===== src/rtl/ebpf_alu_issue_if.sv =====
// ebpf_alu_issue_if: instruction, issue-packet and writeback channels of the eBPF ALU issue stage
interface ebpf_alu_issue_if #(parameter int XLEN = 64);
  logic            in_valid;
  logic [63:0]     in_instr;
  logic            in_ready;
  logic            out_valid;
  logic            out_ready;
  logic [XLEN-1:0] out_src;
  logic [XLEN-1:0] out_dval;
  logic [XLEN-1:0] out_imm;
  logic [3:0]      out_ALUControl;
  logic            out_is64;
  logic [3:0]      out_dst;
  logic            wb_valid;
  logic [3:0]      wb_idx;
  logic [XLEN-1:0] wb_data;
  logic            err;
  modport master (
    output in_valid, in_instr, out_ready, wb_valid, wb_idx, wb_data,
    input  in_ready, out_valid, out_src, out_dval, out_imm, out_ALUControl, out_is64, out_dst, err
  );
  modport slave (
    input  in_valid, in_instr, out_ready, wb_valid, wb_idx, wb_data,
    output in_ready, out_valid, out_src, out_dval, out_imm, out_ALUControl, out_is64, out_dst, err
  );
endinterface


===== src/rtl/ebpf_alu_issue.sv =====
// ebpf_alu_issue: decodes eBPF ALU/ALU64 instructions, reads operands and issues through a one-entry
// registered port, with a busy-bit scoreboard cleared by writeback.
module ebpf_alu_issue #(
  parameter int NREGS = 11,
  parameter int XLEN  = 64
) (
  input logic             clk,
  input logic             rst_n,
  ebpf_alu_issue_if.slave bus
);
  localparam logic [3:0] RO = 4'(NREGS - 1);
  logic [XLEN-1:0] regs_q [NREGS-1];
  logic [XLEN-1:0] regs_d [NREGS-1];
  logic [NREGS-2:0] busy_q, busy_d;
  logic out_valid_q, out_valid_d, err_q, err_d, is64_q, is64_d;
  logic [XLEN-1:0] src_q, src_d, dval_q, dval_d, imm_q, imm_d;
  logic [3:0] ctl_q, ctl_d, dst_q, dst_d;
  logic [3:0] op, dst, src;
  logic [2:0] cls;
  logic [31:0] imm;
  logic srcbit, is64, is_end, use_src, legal, hazard, acc, ld, unused_off;
  logic [XLEN-1:0] dv, sv, simm, mask;
  assign {imm, src, dst, op, srcbit, cls} =
    {bus.in_instr[63:32], bus.in_instr[15:12], bus.in_instr[11:8], bus.in_instr[7:0]};
  assign unused_off = ^bus.in_instr[31:16];
  assign is64 = cls == 3'h7;
  assign is_end = op == 4'hD;
  assign use_src = srcbit && !is_end;
  assign legal = (cls == 3'h4 || is64) && op < 4'hE && dst < RO && (!use_src || src <= RO) &&
                 (!is_end || imm == 32'd16 || imm == 32'd32 || (imm == 32'd64 && is64));
  // r10 has no busy bit since it can never be a legal destination
  assign hazard = (dst < RO && busy_q[dst]) || (use_src && src < RO && busy_q[src]);
  assign bus.in_ready = rst_n && !hazard && (!out_valid_q || bus.out_ready);
  assign acc = bus.in_valid && bus.in_ready;
  assign ld = acc && legal;
  assign dv = dst < RO ? regs_q[dst] : '0;
  assign sv = src < RO ? regs_q[src] : '0;
  assign simm = {{(XLEN-32){imm[31]}}, imm};
  assign mask = {{(XLEN-32){is64}}, 32'hFFFF_FFFF};
  always_comb begin
    regs_d = regs_q;
    busy_d = busy_q;
    if (bus.wb_valid && bus.wb_idx < RO) begin
      regs_d[bus.wb_idx] = bus.wb_data;
      busy_d[bus.wb_idx] = 1'b0;
    end
    if (ld) busy_d[dst] = 1'b1;
    out_valid_d = ld || (out_valid_q && !bus.out_ready);
    err_d = err_q || (acc && !legal);
    src_d = ld ? (is_end ? dv : srcbit ? sv : simm) & mask : src_q;
    dval_d = ld ? dv & mask : dval_q;
    imm_d = ld ? (is_end ? XLEN'(imm) : simm) : imm_q;
    ctl_d = ld ? (is_end ? (srcbit ? 4'hE : 4'hD) : op) : ctl_q;
    is64_d = ld ? is64 : is64_q;
    dst_d = ld ? dst : dst_q;
  end
  always_ff @(posedge clk or negedge rst_n)
    if (!rst_n) begin
      regs_q <= '{default: '0};
      busy_q <= '0;
      out_valid_q <= 1'b0;
      err_q <= 1'b0;
      src_q <= '0;
      dval_q <= '0;
      imm_q <= '0;
      ctl_q <= '0;
      is64_q <= 1'b0;
      dst_q <= '0;
    end else begin
      regs_q <= regs_d;
      busy_q <= busy_d;
      out_valid_q <= out_valid_d;
      err_q <= err_d;
      src_q <= src_d;
      dval_q <= dval_d;
      imm_q <= imm_d;
      ctl_q <= ctl_d;
      is64_q <= is64_d;
      dst_q <= dst_d;
    end
  assign bus.out_valid = out_valid_q;
  assign bus.err = err_q;
  assign bus.out_src = src_q;
  assign bus.out_dval = dval_q;
  assign bus.out_imm = imm_q;
  assign bus.out_ALUControl = ctl_q;
  assign bus.out_is64 = is64_q;
  assign bus.out_dst = dst_q;
endmodule


===== src/flat_wrapper.sv =====
// flat-port wrapper written by rule: the top's interface ports become plain ports
module ebpf_alu_issue_flat 
#(
  parameter int NREGS = 11,
  parameter int XLEN  = 64
)
  (clk, rst_n, bus_in_valid, bus_in_instr, bus_out_ready, bus_wb_valid, bus_wb_idx, bus_wb_data, bus_in_ready, bus_out_valid, bus_out_src, bus_out_dval, bus_out_imm, bus_out_ALUControl, bus_out_is64, bus_out_dst, bus_err);
  ebpf_alu_issue_if #(.XLEN(XLEN)) bus_i ();
  input logic clk;
  input logic rst_n;
  input wire logic [$bits(bus_i.in_valid)-1:0] bus_in_valid;
  input wire logic [$bits(bus_i.in_instr)-1:0] bus_in_instr;
  input wire logic [$bits(bus_i.out_ready)-1:0] bus_out_ready;
  input wire logic [$bits(bus_i.wb_valid)-1:0] bus_wb_valid;
  input wire logic [$bits(bus_i.wb_idx)-1:0] bus_wb_idx;
  input wire logic [$bits(bus_i.wb_data)-1:0] bus_wb_data;
  output wire logic [$bits(bus_i.in_ready)-1:0] bus_in_ready;
  output wire logic [$bits(bus_i.out_valid)-1:0] bus_out_valid;
  output wire logic [$bits(bus_i.out_src)-1:0] bus_out_src;
  output wire logic [$bits(bus_i.out_dval)-1:0] bus_out_dval;
  output wire logic [$bits(bus_i.out_imm)-1:0] bus_out_imm;
  output wire logic [$bits(bus_i.out_ALUControl)-1:0] bus_out_ALUControl;
  output wire logic [$bits(bus_i.out_is64)-1:0] bus_out_is64;
  output wire logic [$bits(bus_i.out_dst)-1:0] bus_out_dst;
  output wire logic [$bits(bus_i.err)-1:0] bus_err;
  assign bus_i.in_valid = bus_in_valid;
  assign bus_i.in_instr = bus_in_instr;
  assign bus_i.out_ready = bus_out_ready;
  assign bus_i.wb_valid = bus_wb_valid;
  assign bus_i.wb_idx = bus_wb_idx;
  assign bus_i.wb_data = bus_wb_data;
  assign bus_in_ready = bus_i.in_ready;
  assign bus_out_valid = bus_i.out_valid;
  assign bus_out_src = bus_i.out_src;
  assign bus_out_dval = bus_i.out_dval;
  assign bus_out_imm = bus_i.out_imm;
  assign bus_out_ALUControl = bus_i.out_ALUControl;
  assign bus_out_is64 = bus_i.out_is64;
  assign bus_out_dst = bus_i.out_dst;
  assign bus_err = bus_i.err;
  ebpf_alu_issue #(.NREGS(NREGS), .XLEN(XLEN)) u_core (.clk(clk), .rst_n(rst_n), .bus(bus_i));
endmodule

===== config.mk =====
export PLATFORM = sky130hd
export DESIGN_NAME = ebpf_alu_issue_flat
export DESIGN_NICKNAME = d
export VERILOG_FILES = /design/src/rtl/ebpf_alu_issue_if.sv /design/src/rtl/ebpf_alu_issue.sv /design/src/flat_wrapper.sv
export SDC_FILE = /design/constraint.sdc
export NUM_CORES = 1
export LEC_CHECK = 0
export ABC_AREA = 0
export BUFFER_PORTS_ARGS = -buffer_cell sky130_fd_sc_hd__buf_4
export CORE_MARGIN = 2
export CORE_UTILIZATION = 30
export CTS_CLUSTER_DIAMETER = 200
export DETAILED_ROUTE_END_ITERATION = 6
export PLACE_DENSITY_LB_ADDON = 0.1
export SYNTH_ARGS = -nofsm -noshare
export SYNTH_HDL_FRONTEND = slang
export SYNTH_SLANG_ARGS = --single-unit

===== constraint.sdc =====
create_clock -name clk -period 2.8 [get_ports clk]
set_input_delay 0.56 -clock clk [delete_from_list [all_inputs] [get_ports clk]]
set_output_delay 0.56 -clock clk [all_outputs]
set_load 0.02 [all_outputs]

==> key figures, run 1 <==
Status
  – Status: finished clean

Synth
  – Largest area contributor in the netlist: dfrtp_1
  – Synth warn: 0
  – Syn Nets: about 3200
  – Top FF cell, synth: dfrtp_1
  – Sequential area share after synthesis: 0.489
  – Synth top cells by count: dfrtp_1 (822), mux2_2 (764), mux4_2 (223)
  – Mapped Avg Cell Area: 14.0 um^2
  – Number of enable flip-flop cells after synthesis: 0
  – Synthesized area: 42100 um^2
  – Yosys top cell area share: 0.489
  – Most common cell in the netlist: dfrtp_1
  – Post-synthesis register bit count: 822
  – Synth async-reset ratio: 1.00
  – Post-synthesis cell count: about 3000
  – Distinct cells, synth: 48
  – Largest cells by area after synthesis: dfrtp_1 (49%), mux2_2 (20%), mux4_2 (12%)

Power and ir drop
  – P_leak: 22.8 nW
  – Power share of the sequential group: 0.418
  – Pint: between 20 and 30 mW
  – Max rail drop VDD: around 0.00041 V
  – Switching share of power: 0.289
  – Clock power share: 0.343
  – PwrDens: 755 nW/um^2
  – Net Switching: 11.4 mW
  – Combinational power share: 0.239

Global route
  – Vias in the first global route: ~30000
  – Grt total ovfl: 0
  – First-pass GRT wire length: 218000 um
  – Pin count of the biggest net entering global routing: 124
  – Total track usage: 0.209
  – Initial antenna violation count: 16

Timing
  – Actual slew at the worst max-slew pin: roughly 870 ps
  – Period utilization: 0.989
  – Hold Vio Cnt, Final: 0
  – FMAX: roughly 360 MHz
  – RSZ-0062 raised after global routing: true
  – Worst slew margin: 0.417
  – Clock Skew: around 22 ps
  – Final setup fails: 0
  – Slew Viols, Final: 0
  – Tmin final: 2770 ps

Critical path
  – CP Launch Point: u_core.busy_q[6]
  – CP Data Arrival Time: 2210 ps
  – R2r setup slk: around 290 ps
  – CP Capture Type: output pin
  – WS Path Type: reg -> out
  – CP Launch Type: register
  – Worst r2r dst: u_core.bus.out_imm[17]
  – Worst EP required: ~2200 ps
  – Worst-path maximum fanout: 3
  – R2R cell count: 7
  – Critical R2R Launch: u_core.busy_q[6]

Routing
  – Antenna-violating nets left: 0
  – DRT Wirelength: between 150000 and 200000 um
  – DRT iter0 DRCs: about 1700
  – Drt drc: 0
  – Detailed-route via count: around 29000
  – First-pass detailed-route iteration total: 5
  – Vias per cell: approximately 5.4
  – Per-cell routed wire length: between 20 and 30 um

Floorplanning
  – Die ar.: 143000 um^2
  – Core area: 139000 um^2
  – # IOs: roughly 340
  – Initial core utilization: 0.302
  – Chip width: roughly 380 um
  – Row Count: 137
  – Die Ht: 379 um

Clock tree
  – H-Tree Depth: 3
  – Clock transition at the registers of the reported paths: roughly 60 ps
  – CTS Sinks: 822
  – CTS tree: done
  – Root cell of the clock tree: clkbuf_16
  – CTS buffer count: 99
  – Clock buffer depth: 3
  – Clock Latency Late Sink: roughly 710 ps

Placement
  – DP HPWL: just under 100000 um
  – Routability cong.: 0.774
  – Placed inst area: 48800 um^2
  – Port Buffers: 324
  – Post-Place Cells: between 5000 and 6000

Min path
  – Worst hold path startpoint: bus_in_instr[7]
  – Hold path depth: 2
  – Worst Hold Class: in -> reg
  – Hold endpoint: u_core.bus.out_ALUControl[3]

Cells and area
  – # nets final: 3540
  – Post-synthesis to final-layout area growth: 24.3%
  – Post-Layout Cell Count: 5359
  – Share of layout cells above drive strength 1: 0.520
  – Design Area, Final: 52300 um^2

Job
  – Max Cap Viol: 0
==> worst max path at each step <==
stage                             endpoint  slack [ps]  cells past startpoint
floorplan           u_core.bus.out_src[25]         150                      9
global placement    u_core.bus.out_src[22]        -900                     12
detailed placement  u_core.bus.out_imm[17]        -840                     12
CTS                           bus_in_ready         -80                      4
global route                  bus_in_ready         -30                      4
finish                        bus_in_ready          30                      4
==> layout make-up <==
type	instances	area, um^2
Timing Repair Buffer	631	5850
Inverter	7	26.3
Clock inverter	32	408
Sequential cell	822	20600
Antenna cell	3	7.51
Tap cell	1876	2350
Fill cell	13100	87000
Clock buffer	146	3030
Multi-Input combinational cell	1842	20100
==> logic make-up after synthesis <==
group,Yosys count,share of synthesized area
muxes,1249,0.388
DFF,822,0.489
and+or+nand+nor,188,0.0216
AOI/OAI and AO/OA,404,0.0638
xor gates and xnor gates,1,0.000208
buffers and inverters,350,0.0381
==> state kept, by name, summed over array words and instances (netlist names) <==
register,flops
u_core.busy_q,10
u_core.bus.out_is64,1
u_core.bus.out_dst,4
u_core.bus.out_valid,1
u_core.regs_q,640
u_core.bus.err,1
u_core.bus.out_dval,64
u_core.bus.out_ALUControl,4
u_core.bus.out_imm,33
u_core.bus.out_src,64
==> repair_timing <==
action                                 4_1_cts  5_1_grt
buffers inserted                             0        0
gates resized for setup                      3        2
setup endpoints to repair                  116       52
hold buffers                                 1        0
endpoints found under the hold margin       19        0
pin swaps                                    0        1
==> routing by layer <==
layer  global-route usage  share of wire  up-vias
li1                     -              -    12200
met1                0.272           0.43    15400
met2                0.342           0.48      782
met3               0.0407          0.052      267
met4               0.0798          0.033       22
met5                    0        0.00086        -
==> placed cells by master (no fill, tap or decap), types with 6 or more instances in the layout <==
cell	count
dfrtp_1	822
mux2_2	764
buf_4	539
mux4_2	223
mux2i_1	202
o21ai_0	104
clkbuf_16	101
buf_12	87
nor2_1	81
a21oi_1	69
mux2_1	60
a22oi_1	53
a221oi_1	47
nand2b_1	36
clkbuf_8	33
o41ai_1	32
o22ai_1	32
nand2_1	20
o21a_1	18
clkinv_2	16
o31ai_1	15
a211oi_1	15
clkbuf_1	12
a32o_1	8
bufinv_16	8
nor4_1	7
nor2b_1	6
inv_1	6
==> per-stage QoR <==
stage | power [mW] | worst slack [ps] | hold slack (ps) | utilization | setup TNS (ps)
detailed placement | 26.2 | -838 | 470 | 0.351 | -134940
CTS | 40.0 | -75.9 | 31.8 | 0.375 | -75.9
global placement | 25.7 | -897 | 471 | 0.351 | -146450
finish | 39.5 | 31.4 | 107 | 0.375 | 0
floorplan | 22.4 | 151 | 264 | - | 0
global route | 41.4 | -25.9 | 90.8 | 0.375 | -25.9
==> critical path: stages, from the launching register on <==
cell and delay [ps]:
dfrtp_1 410, mux4_2 480, a211oi_2 220, and3_4 250, buf_4 150
==> power groups by stage <==
stage | clock (mW) | sequential (mW) | combinational [mW]
2_1_floorplan | 0 | 16.6 | 5.76
3_3_place_gp | 0 | 16.4 | 9.36
3_5_place_dp | 0 | 16.7 | 9.55
4_1_cts | 14.0 | 16.5 | 9.59
5_1_grt | 14.5 | 16.8 | 10.1
6_report | 13.6 | 16.5 | 9.45
No activity file was read; power rests on OpenSTA's default activity.
==> run 2: changes to the inputs <==
==> constraint.sdc (replaced) <==
create_clock -name clk -period 3.4 [get_ports clk]
set_input_delay 0.68 -clock clk [delete_from_list [all_inputs] [get_ports clk]]
set_output_delay 0.68 -clock clk [all_outputs]
set_load 0.02 [all_outputs]
==> run 2 against run 1 <==
Power decreased by 18%; via count fell by 2.6%; hold slack better by 120 ps; sequential share of layout area grew 1.0 points; highest routed layer unchanged.
==> key figures, run 2 (same netlist as run 1, synthesis figures left out) <==
Power and ir drop
  – P_leak: 22.0 nW (-3.4%)
  – Max rail drop VDD: 0.000326 V (-21%)
  – PwrDens: 633 nW/um^2 (-16%)

Cells and area
  – Largest reg by FF count: u_core.regs_q
  – Max reg flops: 640 (unchanged)
  – Inserted Diodes: 0 (-3)
  – Most frequent cells in the layout: dfrtp_1 (822), mux2_2 (764), buf_4 (438), mux4_2 (223), mux2i_1 (202)
  – Design Area, Final: 51000 um^2 (-2.6%)
  – # nets final: 3412 (-3.6%)
  – Post-synthesis to final-layout area growth: 21.1%
  – Post-Layout Cell Count: 5231 (-2.4%)
  – Layout Utilization: 0.366 (-0.00967)
  – Commonest non-fill, non-tap cell in the layout: dfrtp_1
  – Share of layout cells above drive strength 1: 0.498 (-0.0221)

Routing
  – Vias per cell: 5.34 (-0.24%)
  – First-pass detailed-route iteration total: 5 (unchanged)
  – Per-cell routed wire length: 28.1 um (+0.34%)
  – DRT iter0 DRCs: 1609 (-6.3%)
  – Detailed-route via count: 28000 (-2.6%)
  – Drt drc: 0 (unchanged)
  – Antenna-violating nets left: 0 (unchanged)
  – DRT Wirelength: 147000 um (-2.1%)

Timing
  – Actual slew at the worst max-slew pin: 862 ps (-12.0 ps)
  – Final setup fails: 0 (unchanged)
  – Worst slew margin: 0.425 (+0.00800)
  – RSZ-0062 raised after global routing: false
  – Clock Skew: 28.9 ps (+6.81 ps)
  – Tmin final: ~3000 ps
  – FMAX: ~330 MHz
  – Setup TNS: 0 ps (unchanged)
  – Slew Viols, Final: 0 (unchanged)
  – Period utilization: 0.882
  – Fin Hold WS: 226 ps (+119 ps)
  – Hold Vio Cnt, Final: 0 (unchanged)

Job
  – Max Cap Viol: 0 (unchanged)

Floorplanning
  – # IOs: 341 (unchanged)
  – Core area: 139000 um^2 (unchanged)
  – Chip width: 379 um (unchanged)
  – Die ar.: 143000 um^2 (unchanged)
  – Die Ht: 379 um (unchanged)
  – Row Count: 137 (unchanged)
  – Initial core utilization: 0.302 (unchanged)

Global route
  – Total track usage: 0.204 (-0.00452)
  – First-pass GRT wire length: 214000 um (-1.8%)
  – Pin count of the biggest net entering global routing: 140 (+13%)
  – Met1 usage: 0.268 (-0.00326)
  – GRT busiest layer: met2
  – Grt total ovfl: 0 (unchanged)
  – Met3 Use GR: 0.0304 (-0.0103)
  – Initial antenna violation count: 15 (-1)
  – Vias in the first global route: 30300 (-1.7%)
  – Met2 Usage GRT: 0.343 (+0.000724)

Clock tree
  – Clock transition at the registers of the reported paths: 60 ps (about the same)
  – Root cell of the clock tree: clkbuf_16
  – Clock buffer depth: 3 (unchanged)
  – H-Tree Depth: 3 (unchanged)
  – Clock Latency Late Sink: 710 ps (about the same)
  – CTS Sinks: 822 (unchanged)
  – CTS buffer count: 99 (unchanged)
  – CTS tree: done

Min path
  – Worst Hold Class: in -> reg

Critical path
  – CP Capture Type: output pin
  – WS Path Type: reg -> out
  – CP Data Arrival Time: 2320 ps (+110 ps)
  – Worst-path maximum fanout: 3 (unchanged)
  – Worst EP required: 2720 ps (+480 ps)
  – CP Launch Type: register

Placement
  – Port Buffers: 324 (unchanged)
  – DP HPWL: 92300 um (-6.3%)
  – Placed inst area: 47500 um^2 (-2.7%)
  – Post-Place Cells: 5049 (-2.5%)
  – Routability cong.: 0.782 (+1.1%)

Status
  – Status: finished clean
[run 2: cell count changes in the layout (fill, tap and decap cells not counted), moves of 2 or more]
cell,change
buf_12,-27
clkinv_2,+2
clkbuf_8,-13
diode_2,-3
clkbuf_1,+10
nor4_1,+2
nor4_2,-2
buf_4,-101
bufinv_16,+3
[run 2: worst max-delay path: stages, from the launching register on]
cell and delay [ps]:
dfrtp_1 390, mux4_2 500, a211oi_2 250, and3_1 290, buf_4 180
[run 2: final timing paths]
kind                                  start                            to  slack [ps]  depth (start not counted)
max                        u_core.busy_q[7]                  bus_in_ready         400                          4
min                         bus_in_instr[7]  u_core.bus.out_ALUControl[3]         230                          2
max reg2reg                u_core.busy_q[7]        u_core.bus.out_imm[29]         870                          7
min reg2reg                  u_core.bus.err                u_core.bus.err         470                          1
max in group asynchronous             rst_n        u_core.bus.out_imm[13]        1580                          4
min in group asynchronous             rst_n            u_core.regs_q[497]         600                          3
[run 2: cell type report]
cell class	instances	area, um^2
Clock buffer	144	2910
Inverter	7	26.3
Timing Repair Buffer	503	4560
Fill cell	13200	88400
Clock inverter	37	505
Multi-Input combinational cell	1842	20100
Sequential cell	822	20600
Tap cell	1876	2350
[run 2: per-stage QoR]
step | setup slack [ps] | power [mW]
final | 400 | 32.3
after global routing | 287 | 33.9
after floorplan | 631 | 18.4
after global placement | 81.4 | 20.9
after CTS | 339 | 32.7
after detailed placement | -1.71 | 21.3
[run 2: report_power, final]
part / leakage (nW) / total (mW) / switching [mW] / internal [mW]
clock: 1.68 / 11.2 / 4.42 / 6.76
combinational: 10.0 / 7.55 / 3.34 / 4.21
sequential: 10.3 / 13.5 / 1.55 / 12.0
[run 2: what timing repair did]
action | in CTS | in global routing
hold buffers | 1 | 0
endpoints found under the hold margin | 9 | 0
buffers inserted | 0 | 0
resized for setup | 0 | 0
[run 2: routing by layer]
layer	wire length, um	up-vias
li1	-	12000
met1	64100	15100
met2	72200	677
met3	6270	222
met4	4320	18
met5	113	-
